$ cat config.mk
export PLATFORM = sky130hd
export DESIGN_NAME = pc_sequencer
export DESIGN_NICKNAME = d
export VERILOG_FILES = /design/src/rtl/pc_seq_pkg.sv /design/src/rtl/pc_reg.sv /design/src/rtl/pc_sequencer.sv
export SDC_FILE = /design/constraint.sdc
export NUM_CORES = 1
export LEC_CHECK = 0
export CAP_MARGIN = 25
export CORE_MARGIN = 2
export CORE_UTILIZATION = 46
export DETAILED_ROUTE_END_ITERATION = 10
export PLACE_DENSITY = 0.95
export REMOVE_ABC_BUFFERS = 1
export SYNTH_ARGS = -nofsm -noshare
export SYNTH_HDL_FRONTEND = slang
export SYNTH_SLANG_ARGS = --single-unit
$ cat constraint.sdc
create_clock -name clk -period 5.5 [get_ports clk]
set_input_delay 0.55 -clock clk [delete_from_list [all_inputs] [get_ports clk]]
set_output_delay 0.55 -clock clk [all_outputs]
set_load 0.005 [all_outputs]
$ cat src/rtl/pc_seq_pkg.sv
// pc_seq_pkg: shared types and constants for the fetch/next-PC sequencer
package pc_seq_pkg;

    typedef enum logic [1:0] {
        RST,
        FETCH,
        EXEC,
        HALT
    } pc_state_t;

    typedef enum logic [2:0] {
        SEQ,
        REDIR,
        TRAP,
        MRET,
        HOLD
    } npc_sel_t;

    localparam logic [31:0] PC_INC = 32'd4;

endpackage

$ cat src/rtl/pc_reg.sv
// pc_reg: 32-bit program counter register with load enable
module pc_reg #(
    parameter logic [31:0] RESET_ADDR = 32'h0000_0000
) (
    input  logic        clk,
    input  logic        reset,
    input  logic        en_i,
    input  logic [31:0] d_i,
    output logic [31:0] q_o
);

    logic [31:0] pc_q;

    // load a new PC only when the sequencer selects one
    always_ff @(posedge clk or negedge reset) begin
        if (!reset) pc_q <= RESET_ADDR;
        else if (en_i) pc_q <= d_i;
    end

    assign q_o = pc_q;

endmodule

$ cat src/rtl/pc_sequencer.sv
// pc_sequencer: fetch/execute FSM owning the PC, mepc and fetched instruction
module pc_sequencer
    import pc_seq_pkg::*;
#(
    parameter logic [31:0] RESET_ADDR = 32'h0000_0000,
    parameter logic [31:0] TRAP_VEC   = 32'h0000_0100
) (
    input  logic        clk,
    input  logic        reset,
    output logic        imem_req,
    output logic [31:0] imem_addr,
    input  logic        imem_ack,
    input  logic [31:0] imem_rdata,
    output logic [31:0] instr,
    output logic        instr_valid,
    output logic [31:0] pc,
    input  logic        stall,
    input  logic        redirect,
    input  logic [31:0] redirect_target,
    input  logic        trap,
    input  logic        mret,
    input  logic        halt,
    output logic [31:0] mepc,
    output logic        halted
);

    pc_state_t   state_q, state_d;
    npc_sel_t    sel;
    logic [31:0] mepc_q, mepc_d;
    logic [31:0] instr_q, instr_d;
    logic [31:0] pc_d;

    pc_reg #(.RESET_ADDR(RESET_ADDR)) u_pc_reg (
        .clk   (clk),
        .reset (reset),
        .en_i  (sel != HOLD),
        .d_i   (pc_d),
        .q_o   (pc)
    );

    // state, saved trap PC and fetched instruction
    always_ff @(posedge clk or negedge reset) begin
        if (!reset) begin
            state_q <= RST;
            mepc_q  <= '0;
            instr_q <= '0;
        end else begin
            state_q <= state_d;
            mepc_q  <= mepc_d;
            instr_q <= instr_d;
        end
    end

    // next state plus next-PC source; misaligned redirect targets fall into the trap path
    always_comb begin
        state_d = state_q;
        sel     = HOLD;
        mepc_d  = mepc_q;
        instr_d = instr_q;
        case (state_q)
            RST:   state_d = FETCH;
            FETCH: if (imem_ack) begin
                instr_d = imem_rdata;
                state_d = EXEC;
            end
            EXEC: if (!stall) begin
                state_d = halt ? HALT : FETCH;
                if (halt) sel = HOLD;
                else if (trap || (!mret && redirect && redirect_target[1:0] != 2'b00)) begin
                    sel    = TRAP;
                    mepc_d = pc;
                end
                else if (mret) sel = MRET;
                else if (redirect) sel = REDIR;
                else sel = SEQ;
            end
            default: state_d = HALT;
        endcase
    end

    // next-PC mux
    always_comb begin
        case (sel)
            SEQ:     pc_d = pc + PC_INC;
            REDIR:   pc_d = redirect_target;
            TRAP:    pc_d = TRAP_VEC;
            MRET:    pc_d = mepc_q;
            default: pc_d = pc;
        endcase
    end

    assign imem_req    = state_q == FETCH;
    assign imem_addr   = pc;
    assign instr_valid = state_q == EXEC;
    assign halted      = state_q == HALT;
    assign instr       = instr_q;
    assign mepc        = mepc_q;

endmodule

After elaboration in Yosys (flattened, before gate mapping)
Index checks and enable logic that the tools add are counted.

word-level totals
  logic and storage cells = 39
  output and inout port bits = 131
  bits in registers = 98

operators by class
  $add $sub $neg = 1
  multiplexer cells = 11
  bitwise gates (word level) = 2
  reductions and logical operators = 12
  equality and inequality tests = 9

operator list
  operator                                                                  number
  32-bit case mux with 4 select lines                                       1
  32-bit by 3-bit adder with 32-bit output (second input constant)          1
  2-bit 2-to-1 mux                                                          5
  3-bit 2-to-1 mux                                                          3
  3-bit by 2-bit == test with 1-bit output (second input constant)          2
  2-bit case mux with 3 select lines                                        1
  2-bit AND reduction                                                       3
  2-bit == test (second input constant)                                     2
  4-bit AND reduction                                                       1
  4-bit nonzero test                                                        1
  3-bit by 1-bit == test with 1-bit output (second input constant)          1
  3-bit logical NOT                                                         1
  3-bit inequality test (second input constant)                             1
  2-bit by 1-bit == test with 1-bit output (second input constant)          1
  1-bit logical AND                                                         2
  2-bit logical NOT                                                         1
  2-bit by 1-bit inequality test with 1-bit output (second input constant)  1
  2-bit inequality test (second input constant)                             1
  1-bit NOT                                                                 2
  2-bit nonzero test                                                        1
  1-bit logical NOT                                                         1
  1-bit logical OR                                                          1
  1-bit 2-to-1 mux                                                          1

Logic depth before layout (Yosys ltp)
Gate-level depths: netlist (run 1).

  depth in word-level cells = 11
  mapped depth = 8
  depth with buffers taken out = 6

Hierarchy
A second synthesis (run 1) with hierarchy kept.

unflattened totals
  cells, all modules = 507
  area, all modules = 5634.2 µm²

by module, submodules not included
  module        seq. area each (µm²)  cells each  area each (µm²)  times used
  pc_sequencer  1651.6                439         4289.1           1
  pc_reg        800.8                 68          1345.0           1

Worst setup path before layout (run 1)
No wires, ideal clock.

  path kind = input port to flip-flop
  start = input trap
  end = register u_pc_reg.pc_q[27], in the netlist u_pc_reg.q_o[27]
  buffers on the path = 1
  arrival time = 2.026 ns
  stages = 6
  path slack = 3.351 ns
  path through = clkbuf_1 > nor3_1 > nand2_1 > nor3_1 > a21boi_0 > a2bb2oi_1

between the ends
  word-level cells in the longest chain between the ends = 8

RTL lines
  item                                                                    RTL line            source
  start, declared                                                         pc_sequencer.sv:20  input logic trap,
  1-bit logical OR *                                                      pc_sequencer.sv:69  else if (trap || (!mret && redirect && redirect_target[1:0] != 2'b00)) begin
  2-bit 2-to-1 mux *                                                      pc_sequencer.sv:69
  3-bit 2-to-1 mux *                                                      pc_sequencer.sv:68  if (halt) sel = HOLD;
  3-bit 2-to-1 mux *                                                      pc_sequencer.sv:66  EXEC: if (!stall) begin
  3-bit 2-to-1 mux *                                                      pc_sequencer.sv:60  case (state_q)
  3-bit by 2-bit == test with 1-bit output, or another cell as far along  pc_sequencer.sv:83  case (sel)
  4-bit nonzero test (no source line)                                     --
  2-bit AND reduction (no source line)                                    --
  end signal, assigned                                                    pc_reg.sv:17        else if (en_i) pc_q <= d_i;
  end, declared                                                           pc_reg.sv:12        logic [31:0] pc_q;

Mark *: on every way between the ends. The rest lies on a longest branch, timed or not.
A chain may end at the register's enable or synchronous reset.

Worst setup path after layout (run 1)
  start = input stall
  end = register u_pc_reg.pc_q[22], in the netlist u_pc_reg.q_o[22]

between the ends
  word-level cells in the longest chain between the ends = 5

RTL lines
  item                                                                    RTL line            source
  start, declared                                                         pc_sequencer.sv:17  input logic stall,
  3-bit 2-to-1 mux *                                                      pc_sequencer.sv:66
  3-bit 2-to-1 mux *                                                      pc_sequencer.sv:60
  3-bit by 2-bit == test with 1-bit output, or another cell as far along  pc_sequencer.sv:83
  4-bit nonzero test (no source line)                                     --
  2-bit AND reduction (no source line)                                    --

Marks and branches as above.

==> metrics.yaml, run 1 <==
status: "completed"
yosys.area.top_type_share_pct: 50.8
p_sw_uw: 802
syn_area_per_cell_sq_um: 11.5
antenna_left: 0
p_clk_share_pct: 18.4
end_kind: "flip-flop"
core_area_sq_um: 10300
final_cell_mix: "clkdlybuf4s50_1 (201), dfrtp_1 (98), mux2_2 (64)"
die_y_um: 106
tightest_slew_ns: 1.03
synthArstFlopShare_pct: 100
place.gp.congestion: 0.908
detailed_place_hpwl_mm: 9.85
grt_pass1_wl_mm: 22.6
dominantRegCellSynth: "dfrtp_1"
portBuffers: 202
r2r-start: "state_q[0]$_DFFE_PN0P_"
syn_inst: 419
critical_path.top_delay_family: "simple AND/OR/NAND/NOR gates"
area_growth_pct: 43.3
antenna_found_initial: 0
ys_ff_latch: 98
final-hold-violation-count: 0
switching_share_pct: 31.2
drive_gt1_share_pct: 16.5
die_w_um: 106
insertion_delay_ns: 0.38
pin_count: 203
initial_core_util_pct: 47.0
cp.depth: 6
multi_input_area_sq_um: 2020
vias_per_cell: 5.90
internal-power_uw: 1760
synth_area_leaders: "dfrtp_1 (51%), mux2_2 (15%), buf_4 (5.0%)"
cts.path.max_buffers: 2
firstDrtPassIters: 5
max_freq_mhz: 348
synth-edff-count: 0
seq_area_frac_synth_pct: 50.8
p_seq_share_pct: 45.6
period_needed_ns: 2.87
r2r_cells: 5
root_buffer: "clkbuf_8"
synth_area_sq_um: 4830
path_clk_slew_ns: 0.12
p_leak_uw: 0.00288
cts_resized: 0
grt_setup_unrepaired: "no"
slew_violations: 0
routedWlPerCell_um: 19.1
r2r-end: "u_pc_reg.q_o[22]$_DFFE_PN0P_"
final_common_cell: "clkdlybuf4s50_1"
min_period_over_period_pct: 52.2
finalPower_uw: 2570
start_kind: "input pin"
cts_tree: "done"
num_vias: 4275
placementRows: 37
crit_path_top_delay_cell: "nor3_4"
path_max_fanout: 26
cp.required_ns: 5.81
power.density_nw_per_um2: 371
grt_pass1_vias: 4418
num-fill-cells: 756
skew_ns: 0.0163
die_area_sq_um: 11300
combPwrFrac_pct: 36.0
drv_cap: 0
crit_start: "stall"
grtUsageTotal_pct: 25.0
cts_num_sinks: 98
drt_iter0_drc: 319
setup_tns_ns: 0
synth_cell_types: 48
yosysTopAreaCell: "dfrtp_1"
peakVddDrop_v: 0.000229
grt_remaining_overflow: 0
yosys_warnings: 0
slew_headroom_pct: 31.3
drc: 0
htreeDepth: 3
fin_nets: 656
fin_util_pct: 67.3
critical_path.max_stage_delay_ns: 0.84
grt_max_degree: 61
seq_area_sq_um: 2450
path_cells: "clkdlybuf4s50_1 > or4b_4 > nor3_4 > a221oi_1 > a31o_2 > a21oi_1"
totalWireLength_mm: 13.9
crit_arrival_ns: 3.18
post_cts_buffers: 0
cp_num_buf_inv: 1
cts_buffers: 9
holdWs_ns: 0.146
hp-class: "in2async"
antenna_cells: 0
finalSetupViolCount: 0
hold_buffers: 0
r2r_slack_ns: 2.76
timing_worst_setup_path_type: "in2reg"
[synth_stat cells, types with 6 or more instances]
| library cell | number |
|---|---|
| a21oi_1 | 19 |
| nand4_1 | 7 |
| buf_4 | 32 |
| a221oi_1 | 23 |
| mux2_2 | 64 |
| a211oi_1 | 10 |
| nand2_1 | 16 |
| dfrtp_1 | 98 |
| buf_2 | 8 |
| nand3_1 | 6 |
| a311oi_1 | 6 |
| nor2_1 | 29 |
| and3_1 | 11 |
| o21ai_0 | 11 |
| clkbuf_1 | 10 |
| nor3_1 | 13 |
[state kept, by name, indices dropped and copies added, names as in the netlist]
| register | count |
|---|---|
| instr | 32 |
| mepc | 32 |
| state_q | 2 |
| u_pc_reg.q_o | 32 |
[worst max path at each step]
stage / slack [ns] / end
after floorplan: 2.35 / mepc[0]$_DFFE_PN0P_
after global placement: 2.28 / u_pc_reg.q_o[22]$_DFFE_PN0P_
after detailed placement: 2.26 / u_pc_reg.q_o[22]$_DFFE_PN0P_
after CTS: 2.68 / u_pc_reg.q_o[22]$_DFFE_PN0P_
after global routing: 2.53 / u_pc_reg.q_o[22]$_DFFE_PN0P_
final: 2.63 / u_pc_reg.q_o[22]$_DFFE_PN0P_
[area by class of cell]
cell class | count | share of cell area (%)
sequential | 98 | 35.4
timing repair buffer | 207 | 29.7
multi-input combinational | 263 | 29.2
tap | 136 | 2.46
clock buffer | 9 | 1.79
clock inverter | 7 | 1.18
inverter | 4 | 0.217
[layer usage]
layer  track usage, %  up-vias  part of all wire, %
met2             43.0      294                   49
met5                0        -                    0
met1             29.4     2045                   37
met4             9.46        0                  2.3
met3             7.42       45                   11
li1                 -     1891                    -
[power groups by stage]
stage / Clock, uW / Sequential (uW) / Combinational (uW)
finish: 473 / 1170 / 924
CTS: 486 / 1160 / 936
floorplan: 0 / 1150 / 212
detailed placement: 0 / 1170 / 932
global placement: 0 / 1150 / 909
global route: 512 / 1210 / 999
[cells by family (layout without fill, tap and decap cells)]
family / count (synthesis) / in the layout / share of synthesized area, %
and+or+nand+nor: 102 / 102 / 11.2
muxes: 64 / 64 / 14.9
buffers and inverters: 58 / 227 / 7.82
DFF: 98 / 98 / 50.8
AOI/OAI and AO/OA: 96 / 96 / 15.0
adders and majority gates: 1 / 1 / 0.259
[metrics by stage]
step           area (sq um)  instances  worst slack, ns
3_5_place_dp           6720        708             2.26
3_3_place_gp           6720        708             2.28
4_1_cts                6920        724             2.68
5_1_grt                6920        724             2.53
6_report               6920        724             2.63
2_1_floorplan          4470        365             2.35
Note: power is estimated with default switching activity, not from simulation.
==> run 2: changes to the inputs <==
CORE_UTILIZATION = 39   (was 46)
PLACE_DENSITY = 0.87   (was 0.95)
clock period = 2.5 ns   (was 5.5 ns; I/O delays follow)
==> run 2 against run 1 <==
Net effect:
- worst hold slack gained 0.31 ns
- worst setup slack got worse by 2.4 ns
- via count decreased by 0.51%
- clock power increased to 3.0 times the previous value
- non-clock buffer count grew 19
- die area up 17%
- sequential share of layout area decreased by 1.5 points
- count of clock-buffer cells in the layout did not move
==> metrics.yaml, run 2 (synthesis gave the netlist of run 1 again) <==
drive_gt1_share_pct: 18.9
final_common_cell: "clkdlybuf4s50_1"
fin_nets: 675
placementRows: 40
routedWlPerCell_um: 18.7
portBuffers: 202
initial_core_util_pct: 40.1
htreeDepth: 3
area_growth_pct: 49.7
slew_violations: 0
core_area_sq_um: 12100
pin_count: 203
cts.path.max_buffers: 2
antenna_cells: 0
dpl.cell_count: 758
end_kind: "flip-flop"
totalWireLength_mm: 14.5
dp_slack_ns: 0.0926
layout_setup_ws_ns: 0.269
path_max_fanout: 17
final-hold-violation-count: 0
path_clk_slew_ns: 0.07
holdWs_ns: 0.451
die_y_um: 115
grt_pass1_vias: 4342
skew_ns: 0.00837
cts_tree: "done"
cts_resized: 0
finalSetupViolCount: 0
final_cell_mix: "clkdlybuf4s50_1 (201), dfrtp_1 (98), mux2_2 (64)"
cp.required_ns: 2.77
status: "completed"
timing_worst_setup_path_type: "reg2reg"
p_leak_uw: 0.00302
tightest_slew_ns: 0.552
antenna_found_initial: 0
detailed_place_hpwl_mm: 10.7
antenna_left: 0
min_period_over_period_pct: 89.3
grtUsageTotal_pct: 22.0
drc: 0
period_needed_ns: 2.23
firstDrtPassIters: 6
cts_num_sinks: 98
setup_tns_ns: 0
slew_headroom_pct: 63.2
num_vias: 4253
die_w_um: 115
fin_util_pct: 59.9
place.gp.congestion: 0.822
insertion_delay_ns: 0.35
grt_max_degree: 99
start_kind: "flip-flop"
hp-class: "in2reg"
grt_pass1_wl_mm: 22.8
final_cells: 775
drt_iter0_drc: 328
crit_arrival_ns: 2.50
peakVddDrop_v: 0.000417
drv_cap: 0
grt_remaining_overflow: 0
grt_setup_unrepaired: "no"
max_freq_mhz: 448
cts_buffers: 9
die_area_sq_um: 13300
root_buffer: "clkbuf_16"
vias_per_cell: 5.49
power.density_nw_per_um2: 836
## run 2: cell types whose count changed in the layout (fill, tap and decap cells not counted), sizes merged
cell         previous run  this run
buf                     6        24
bufinv                  0         1
clkinv                  4         2
clkinvlp                0         3
dlygate4sd3             0         1
inv                     7         5
## run 2: layer usage
layer	GRT usage [%]	up-vias	wire length, um
met3	4.69	28	1050
met5	0	-	0
met4	7.87	0	266
met1	27.7	2093	5770
li1	-	1918	-
met2	37.5	214	7410
## run 2: area by class of cell
class	instances	area, sq um
fill	1005	4830
timing repair buffer	226	2230
clock buffer	9	225
sequential	98	2450
inverter	4	15.0
multi-input combinational	263	2020
tap	168	210
clock inverter	7	78.8
## run 2: critical path, cell delays in order (launching register included)
cell and delay [ns]:
dfrtp_1 0.46, or4b_4 0.68, nor4_4 0.32, buf_4 0.28, a221o_1 0.18, o21ai_0 0.08, a31oi_1 0.14
## run 2: final timing paths
check | slack, ns | endpoint | startpoint | cells after the start
min in group asynchronous | 0.47 | u_pc_reg.q_o[1]$_DFFE_PN0P_ | reset | 3
hold / removal | 0.45 | u_pc_reg.q_o[27]$_DFFE_PN0P_ | redirect_target[27] | 3
setup / recovery | 0.27 | u_pc_reg.q_o[7]$_DFFE_PN0P_ | state_q[0]$_DFFE_PN0P_ | 6
max in group asynchronous | 1.58 | u_pc_reg.q_o[9]$_DFFE_PN0P_ | reset | 3
hold reg to reg | 0.51 | instr[31]$_DFFE_PN0P_ | instr[31]$_DFFE_PN0P_ | 1
setup reg to reg | 0.27 | u_pc_reg.q_o[7]$_DFFE_PN0P_ | state_q[0]$_DFFE_PN0P_ | 6
## run 2: repair_timing
action	4_1_cts	5_1_grt
setup buffers	0	0
hold buffers	1	0
endpoints found under the setup margin	0	0
hold endpoints to repair	89	0
## run 2: where the power goes
| part | internal (uW) | switching (uW) |
|---|---|---|
| combinational | 1460 | 574 |
| clock | 783 | 640 |
| sequential | 2030 | 552 |
| total | 4280 | 1770 |
## run 2: metrics by stage
step	cell area (sq um)	power (uW)
after floorplan	4470	2990
after global placement	6920	4570
after detailed placement	6920	4650
after CTS	7230	6080
after global routing	7230	6360
final	7230	6040
==> run 3: changes to the inputs <==
GPL_TIMING_DRIVEN = 0   (was default)
==> run 3 against run 2 <==
Net effect:
- design area fell by 0.50%
- largest power group unchanged
- critical path depth did not move
- utilization fell by 0.30 points
- combinational power barely moved
- clock power rose by 6%
- via count fell by 0.38%
- sequential power barely moved
==> metrics.yaml, run 3 (synthesis gave the netlist of run 1 again) <==
grt_pass1_vias: 4293
met3_usage_pct: 5.27
final_common_cell: "clkdlybuf4s50_1"
met1_usage_pct: 26.9
status: "completed"
p_leak_uw: 0.00298
root_buffer: "clkbuf_16"
drv_cap: 0
grt_remaining_overflow: 0
initial_core_util_pct: 40.1
core_area_sq_um: 12100
insertion_delay_ns: 0.35
p_sw_uw: 1750
fin_nets: 663
max_freq_mhz: 422
hp-class: "in2async"
placementRows: 40
firstDrtPassIters: 5
grtUsageTotal_pct: 22.0
grt_pass1_wl_mm: 22.6
crit_path_top_delay_cell: "or4b_4"
cp_num_buf_inv: 2
cts_tree: "done"
period_needed_ns: 2.37
cts_buffers: 9
end_kind: "flip-flop"
num_vias: 4237
antenna_found_initial: 0
drt_iter0_drc: 282
start_kind: "flip-flop"
design_area_sq_um: 7190
vias_per_cell: 5.55
area_growth_pct: 48.9
peakVddDrop_v: 0.000554
cp.required_ns: 2.76
fin_util_pct: 59.6
grt_most_used_layer: "met2"
p_seq_share_pct: 41.9
routedWlPerCell_um: 19.1
drc: 0
placed_area_sq_um: 6800
combPwrFrac_pct: 33.5
timing_worst_setup_path_type: "reg2reg"
die_w_um: 115
dpl.cell_count: 740
slew_headroom_pct: 51.7
detailed_place_hpwl_mm: 10.4
met2_usage_pct: 37.2
finalSetupViolCount: 0
pin_count: 203
cts_num_sinks: 98
critical_path.top_delay_family: "simple AND/OR/NAND/NOR gates"
crit_top_cell: "buf_4"
cts.path.max_buffers: 2
totalWireLength_mm: 14.6
tightest_slew_ns: 0.722
die_y_um: 115
slew_violations: 0
switching_share_pct: 28.5
antenna_left: 0
antenna_cells: 0
skew_ns: 0.00752
die_area_sq_um: 13300
power.density_nw_per_um2: 851
crit_arrival_ns: 2.63
p_clk_share_pct: 24.7
min_period_over_period_pct: 94.8
final_cells: 763
r2r_slack_ns: 0.13
final_cell_mix: "clkdlybuf4s50_1 (201), dfrtp_1 (98), mux2_2 (64)"
grt_setup_unrepaired: "no"
internal-power_uw: 4370
place.gp.congestion: 0.848
path_cells: "or4b_4 > nor4_4 > buf_4 > buf_4 > a221oi_2 > a311oi_2"
critical_path.max_stage_delay_ns: 0.77
final-hold-violation-count: 0
htreeDepth: 3
drive_gt1_share_pct: 17.8
path_max_fanout: 24
portBuffers: 202
path_clk_slew_ns: 0.07
grt_max_degree: 65
setup_tns_ns: 0
## run 3: worst register-to-register path, cell delays in order, from the launching register on
cell and delay (ns):
dfrtp_1 0.46, or4b_4 0.77, nor4_4 0.40, buf_4 0.23, buf_4 0.12, a221oi_2 0.05
a311oi_2 0.26
## run 3: layer usage
metal  part of all wire [%]  up-vias
met3                    7.0       28
met2                     51      202
li1                       -     1904
met1                     39     2103
met4                    2.4        0
met5                      0        -
## run 3: path summary, 6_finish.rpt
path                                             start                      endpoint  cells after the start
worst max-delay path            state_q[0]$_DFFE_PN0P_  u_pc_reg.q_o[18]$_DFFE_PN0P_                      6
worst min-delay path                             reset        state_q[1]$_DFFE_PN0P_                      2
worst max register to register  state_q[0]$_DFFE_PN0P_  u_pc_reg.q_o[18]$_DFFE_PN0P_                      6
worst min register to register   instr[18]$_DFFE_PN0P_         instr[18]$_DFFE_PN0P_                      1
max in group asynchronous                        reset          mepc[21]$_DFFE_PN0P_                      3
min in group clk                    redirect_target[3]   u_pc_reg.q_o[3]$_DFFE_PN0P_                      3
## run 3: timing repair
action	in CTS	in global routing
gates cloned	1	0
setup buffers	4	1
endpoints found under the hold margin	34	0
setup endpoints to repair	58	17
hold buffers	1	0
gates resized for setup	3	2
pin swaps	3	1
## run 3: through the flow
stage | total power, uW | setup WS [ns] | hold WS [ns]
after floorplan | 2990 | -0.552 | -0.0456
after global placement | 4530 | -2.42 | 0.487
after detailed placement | 4640 | -0.768 | 0.241
after CTS | 6170 | -0.00814 | 0.411
after global routing | 6450 | 0.0178 | 0.455
final | 6120 | 0.131 | 0.406
## run 3: final cells by class
type                       count  area (sq um)
clock buffer                  10           229
timing repair buffer         213          2140
sequential                    98          2450
clock inverter                 6          90.1
multi-input combinational    264          2050
fill                         983          4870
tap                          168           210
inverter                       4          15.0
## run 3: power by group through the flow
stage	logic, uW	registers [uW]	clock network [uW]
2_1_floorplan	467	2520	0
3_3_place_gp	2010	2530	0
3_5_place_dp	2060	2580	0
4_1_cts	2080	2560	1540
5_1_grt	2210	2630	1610
6_report	2050	2560	1510
